<file path="src/rtl/scan_decoder_pkg.sv">
// -----------------------------------------------------------------------------
// scan_decoder_pkg
// Shared types and helpers for the scan_decoder block:
//   mode_e       - DIRECT / SCAN operating mode, also used for the registered
//                  mode that detects SCAN entry
//   num_outputs  - number of decoder outputs for a given select width
//   onecold      - active-low one-of-width pattern, up to 64 outputs
// -----------------------------------------------------------------------------
package scan_decoder_pkg;

  typedef enum logic {
    MODE_DIRECT = 1'b0,
    MODE_SCAN   = 1'b1
  } mode_e;

  // Largest supported output count (SEL_W up to 6).
  localparam int MAX_OUTPUTS = 64;

  function automatic int num_outputs(input int sel_w);
    return 1 << sel_w;
  endfunction

  // All ones except bit idx, which is cleared when idx is below width.
  // The caller keeps only the low width bits.
  function automatic logic [MAX_OUTPUTS-1:0] onecold(input int idx, input int width);
    logic [MAX_OUTPUTS-1:0] v;
    v = '1;
    if (idx >= 0 && idx < width && idx < MAX_OUTPUTS) begin
      v[idx[5:0]] = 1'b0;
    end
    return v;
  endfunction

endpackage

</file>
<file path="src/rtl/scan_decoder_dwell_counter.sv">
// -----------------------------------------------------------------------------
// dwell_counter
// Counts enabled cycles spent on the current scan index and flags when the
// index has been held for dwell+1 enabled cycles.
// Ports:
//   clk    in  clock, rising edge
//   rst    in  synchronous active-high reset, clears the count
//   clr    in  clear the count (SCAN entry); has priority over en
//   en     in  count this cycle (decoder enabled and scanning)
//   dwell  in  extra hold cycles per index
//   tick   out en & (cnt >= dwell): the index advances on this edge
// -----------------------------------------------------------------------------
module dwell_counter #(
  parameter int DWELL_W = 8
) (
  input  logic               clk,
  input  logic               rst,
  input  logic               clr,
  input  logic               en,
  input  logic [DWELL_W-1:0] dwell,
  output logic               tick
);

  logic [DWELL_W-1:0] cnt_q;
  logic [DWELL_W-1:0] cnt_d;
  logic               done;

  // '>=' rather than '==' so that lowering dwell below the running count
  // advances on the next enabled cycle instead of running the counter round.
  assign done = (cnt_q >= dwell);
  assign tick = en & done;

  always_comb begin
    // NOTE: every combinational output gets a default first so no path can
    // leave it unassigned and infer a latch.
    cnt_d = cnt_q;
    if (clr) begin
      cnt_d = '0;
    end else if (en) begin
      cnt_d = done ? '0 : cnt_q + DWELL_W'(1);
    end
  end

  always_ff @(posedge clk) begin
    // NOTE: state registers use non-blocking assignments so every flop
    // samples its pre-edge inputs regardless of statement order.
    if (rst) begin
      cnt_q <= '0;
    end else begin
      cnt_q <= cnt_d;
    end
  end

endmodule

</file>
<file path="src/rtl/scan_decoder.sv">
// -----------------------------------------------------------------------------
// scan_decoder
// Registered active-low 1-of-2^SEL_W decoder with a 74x138-style enable group
// and an auto-scan mode that steps through every output with a programmable
// dwell time. A mask input turns the decoded output into a minterm hit.
// Ports:
//   clk, rst        clock and synchronous active-high reset
//   g1, g2a_n/g2b_n enable group: en = g1 & ~g2a_n & ~g2b_n
//   mode            0 = DIRECT (y_n follows sel), 1 = SCAN (auto-step)
//   sel             DIRECT index, and start index on SCAN entry
//   dwell           extra enabled cycles each index is held in SCAN
//   mask            minterm mask for hit
//   y_n             registered one-cold outputs, all ones when disabled
//   cur_idx         registered index being decoded (updates even when disabled)
//   wrap            one-cycle pulse when SCAN advances from N-1 to 0
//   hit             |(~y_n & mask), combinational from registered y_n and mask
// -----------------------------------------------------------------------------
module scan_decoder
  import scan_decoder_pkg::*;
#(
  parameter int SEL_W   = 3,
  parameter int DWELL_W = 8
) (
  input  logic                    clk,
  input  logic                    rst,
  input  logic                    g1,
  input  logic                    g2a_n,
  input  logic                    g2b_n,
  input  logic                    mode,
  input  logic [SEL_W-1:0]        sel,
  input  logic [DWELL_W-1:0]      dwell,
  input  logic [(1<<SEL_W)-1:0]   mask,
  output logic [(1<<SEL_W)-1:0]   y_n,
  output logic [SEL_W-1:0]        cur_idx,
  output logic                    wrap,
  output logic                    hit
);

  localparam int N = num_outputs(SEL_W);

  logic                   en;
  logic                   entry;
  logic                   cnt_en;
  logic                   tick;
  logic [MAX_OUTPUTS-1:0] oc;

  mode_e                  mode_q,    mode_d;
  logic [N-1:0]           y_n_q,     y_n_d;
  logic [SEL_W-1:0]       cur_idx_q, cur_idx_d;
  logic                   wrap_q,    wrap_d;

  assign en     = g1 & ~g2a_n & ~g2b_n;
  assign entry  = mode & (mode_q == MODE_DIRECT);
  // The counter only runs in steady SCAN; in DIRECT it simply holds.
  assign cnt_en = en & mode & ~entry;

  dwell_counter #(
    .DWELL_W (DWELL_W)
  ) u_dwell_counter (
    .clk   (clk),
    .rst   (rst),
    .clr   (entry),
    .en    (cnt_en),
    .dwell (dwell),
    .tick  (tick)
  );

  always_comb begin
    mode_d    = mode ? MODE_SCAN : MODE_DIRECT;
    cur_idx_d = cur_idx_q;
    wrap_d    = 1'b0;

    if (!mode || entry) begin
      cur_idx_d = sel;
    end else if (tick) begin
      // Natural SEL_W-bit overflow gives the N-1 -> 0 wrap.
      cur_idx_d = cur_idx_q + SEL_W'(1);
      wrap_d    = (cur_idx_q == SEL_W'(N - 1));
    end

    // Index and outputs are decoded from the same next index, so y_n and
    // cur_idx always agree whenever an output is low.
    oc    = onecold(int'(cur_idx_d), N);
    y_n_d = en ? oc[N-1:0] : '1;
  end

  always_ff @(posedge clk) begin
    if (rst) begin
      mode_q    <= MODE_DIRECT;
      y_n_q     <= '1;
      cur_idx_q <= '0;
      wrap_q    <= 1'b0;
    end else begin
      mode_q    <= mode_d;
      y_n_q     <= y_n_d;
      cur_idx_q <= cur_idx_d;
      wrap_q    <= wrap_d;
    end
  end

  assign y_n     = y_n_q;
  assign cur_idx = cur_idx_q;
  assign wrap    = wrap_q;
  assign hit     = |(~y_n_q & mask);

endmodule

</file>
<file path="config.mk">
export PLATFORM = sky130hd
export DESIGN_NAME = scan_decoder
export DESIGN_NICKNAME = d
export VERILOG_FILES = /design/src/rtl/scan_decoder_pkg.sv /design/src/rtl/scan_decoder_dwell_counter.sv /design/src/rtl/scan_decoder.sv
export SDC_FILE = /design/constraint.sdc
export NUM_CORES = 1
export LEC_CHECK = 0
export CORE_MARGIN = 4
export CORE_UTILIZATION = 47
export CTS_BUF_LIST = sky130_fd_sc_hd__clkbuf_8
export CTS_CLUSTER_SIZE = 20
export DETAILED_ROUTE_END_ITERATION = 7
export PLACE_DENSITY = 0.9
export RECOVER_POWER = 25
export SYNTH_ARGS = -nofsm -noshare
export SYNTH_HDL_FRONTEND = slang
export SYNTH_SLANG_ARGS = --single-unit
</file>
<file path="constraint.sdc">
create_clock -name clk -period 2.3 [get_ports clk]
set_input_delay 0.46 -clock clk [delete_from_list [all_inputs] [get_ports clk]]
set_output_delay 0.46 -clock clk [all_outputs]
set_load 0.03 [all_outputs]
</file>
==> flow_summary.toml <==
[status]
outcome = "finished, violations left"
violations = "setup timing"

[worst_setup_path]
cp_cell_sequence = "clkdlybuf4s50_1, inv_1, ha_4, a2111oi_4, nand3b_4, and2_4, buf_4, a221o_1, nand4_1"
critical_path_arrival_ps = 2430
cp_max_fo = 4
required_ps = 2400
slowest_stage = "clkdlybuf4s50_1"
crit_start = "dwell[1]"
r2r_start = "u_dwell_counter.cnt_q[0]"
reg2reg_depth = 9
crit_path_end = "y_n[5]"
r2r_end = "y_n[5]"
start_kind = "input pin"
max_stage_delay_ps = 460
worstSetupEndpointType = "register"
path_class = "input pin to register"
r2r_slack_ps = 50

[power]
leakagePower_nw = 0.837
power_density_nw_per_um2 = 411
total_power_mw = 0.749
vdd_drop_max_mv = 0.327

[timing]
slew_violations = 0
worst_slew_pin_slew_ps = 507
timing.final.crit_share_pct = 102
timing.fmax_ghz = 0.428
hold_violations = 0
post-route-worst-setup-slack_ps = -37.6
fin_skew_ps = 2.92
fin_tns_setup_ps = -37.6
finalCriticalPeriod_ps = 2340
relSlewSlack_pct = 66.1
finalSetupViolCount = 1

[detailed_routing]
via_count = 1181
met3WireLength_um = 214
drc = 0
highest_layer = "met4"
vias_per_cell = 5.82
wl_met2_um = 1970
wirelength_met1_um = 1480
drt_iter0_drc = 66
drtAntennaViolNets = 0
first_pass_iters = 4
wire_per_inst_um = 18.5
wl_um = 3750

[synthesis]
synthesis.nets = 159
synth_warnings = 0
syn-cell-area_um2 = 1160
syn_inst = 123
synth-seq-cells = 21
ys_seq_area_share_pct = 36.2
postSynthAreaPerCell_um2 = 9.43
ys_types = 34

[global_route]
grt_overflow_total = 0
grt_pass1_wl_um = 5290
grt_pass1_vias = 1185
grt_max_degree = 12
grt_use_total_pct = 20.5
antenna_found_initial = 0

[die]
die_x_um = 57.7
io_pins = 38
dieArea_um2 = 3330
die_h_um = 57.7
rows = 17
start_util_pct = 51.0
coreArea_um2 = 2280

[clock_network]
cts_buffer_depth = 2
cts_tree = "built"
clockRootBuffer = "clkbuf_8"
clock_sinks = 21
clk_pin_slew_worst_paths_ps = 70
cts_buffers = 3
h-tree-depth = 1
cts_hold_buf = 0
insertion_delay_ps = 260

[place]
pre_cts_ws_ps = -376
portBuffers = 37
place_congestion = 0.940
hpwl_um = 2480

[min_path]
hold_path_class = "register to register"

[finish]
final_layout_size_suffix_gt1_share_pct = 22.3
seq_area_um2 = 420
num_antenna_cells = 0
final_nets = 212
n_fill_cell = 139
multiInputGateArea_um2 = 778
final_core_util_pct = 80.1
area_growth_pct = 57.2

[run]
cap_viol_max_count = 0
-- kinds of logic (layout without fill, tap and decap cells) --
family                     Yosys count  after routing  synth area share (%)
AOI/OAI and AO/OA                   20             20                  16.1
xor gates and xnor gates             7              7                  5.29
adders and majority gates           11             11                  11.9
buffers and inverters               19             71                  6.80
DFF                                 21             21                  36.2
muxes                                1              1                 0.863
and+or+nand+nor                     44             44                  22.9
-- report_power, final --
part | leakage, nW | internal (mW) | switching, mW
logic | 0.640 | 0.0756 | 0.0644
clock network | 0.0269 | 0.119 | 0.117
registers | 0.171 | 0.369 | 0.00424
-- worst min-delay path by stage --
stage / slack [ps] / cells after the start / end / startpoint
after floorplan: 480 / 2 / u_dwell_counter.cnt_q[7] / u_dwell_counter.cnt_q[7]
after global placement: 500 / 2 / u_dwell_counter.cnt_q[7] / u_dwell_counter.cnt_q[7]
after detailed placement: 530 / 2 / u_dwell_counter.cnt_q[4] / u_dwell_counter.cnt_q[4]
after CTS: 560 / 2 / u_dwell_counter.cnt_q[4] / u_dwell_counter.cnt_q[4]
after global routing: 570 / 2 / u_dwell_counter.cnt_q[4] / u_dwell_counter.cnt_q[4]
final: 560 / 2 / u_dwell_counter.cnt_q[4] / u_dwell_counter.cnt_q[4]
-- cell type report --
type                            count  area share [%]
Clock buffer                        3            2.26
Sequential cell                    21            23.1
Inverter                           18            3.71
Tap cell                           28            1.92
Timing Repair Buffer               49            26.1
Clock inverter                      1           0.206
Multi-Input combinational cell     83            42.7
-- sequential cells by signal (all words and copies together), names as in the netlist --
| name | flops |
|---|---|
| wrap | 1 |
| cur_idx | 3 |
| u_dwell_counter.cnt_q | 8 |
| mode_q | 1 |
| y_n | 8 |
-- repair_timing --
item / 4_1_cts / 5_1_grt
resized for setup: 20 / 18
endpoints found under the setup margin: 12 / 15
pin swaps: 13 / 14
buffers inserted: 0 / 5
-- routing by layer --
metal  up-vias  global-route usage, %
li1        549                      -
met1       575                   23.6
met2        48                   37.4
met3         9                   3.12
met4         0                   8.28
met5         -                      0
-- cells in the final DEF (no fill, tap or decap), types with 2 or more instances in the layout --
cell              n
clkdlybuf4s50_1  18
inv_2             3
ha_4              4
a21boi_2          2
dfxtp_1          21
dlymetal6s2s_1    6
ha_1              7
nand4_1          11
clkbuf_8          3
dlygate4sd2_1     4
xor2_1            6
inv_1            16
dlygate4sd3_1     8
nand2_1           3
and3_1            3
nand3_1           3
a221o_1           2
a221oi_4          2
buf_4             9
nor2_1           13
o22ai_1           4
buf_6             3
-- metrics by stage --
stage	std cells	area [µm²]	hold slack, ps
2_1_floorplan	123	1160	483
3_3_place_gp	194	1610	504
3_5_place_dp	194	1610	534
4_1_cts	198	1710	556
5_1_grt	203	1820	571
6_report	203	1820	559
-- critical path: cells and delay by family --
kind,cells,cell delay [ps]
AND/OR/NAND/NOR,3,560
adder cells (fa/ha/maj),1,230
AO/OA/AOI/OAI,2,520
buffers and inverters,3,660
-- cell usage after synthesis (all sizes together) --
cell | count | area, µm²
o22ai | 4 | 25.0
buf | 1 | 11.3
xnor2 | 1 | 8.76
a221oi | 2 | 52.6
a211oi | 1 | 7.51
and3b | 1 | 8.76
a21oi | 2 | 10.0
nand2b | 1 | 6.26
a2111oi | 1 | 8.76
xor2 | 6 | 52.6
and2 | 1 | 8.76
nor2b | 1 | 6.26
nand2 | 4 | 17.5
or3b | 1 | 11.3
mux2i | 1 | 10.0
o21ai | 3 | 18.8
nor2 | 14 | 68.8
a221o | 2 | 20.0
nand3b | 1 | 11.3
ha | 11 | 138
dfxtp | 21 | 420
or4 | 1 | 7.51
o31a | 1 | 8.76
nand3 | 3 | 15.0
and3 | 3 | 18.8
o31ai | 1 | 12.5
inv | 18 | 67.6
nor3b | 1 | 7.51
a21boi | 3 | 22.5
and4 | 1 | 8.76
nand4 | 11 | 68.8
No activity file was read; power rests on OpenSTA's default activity.
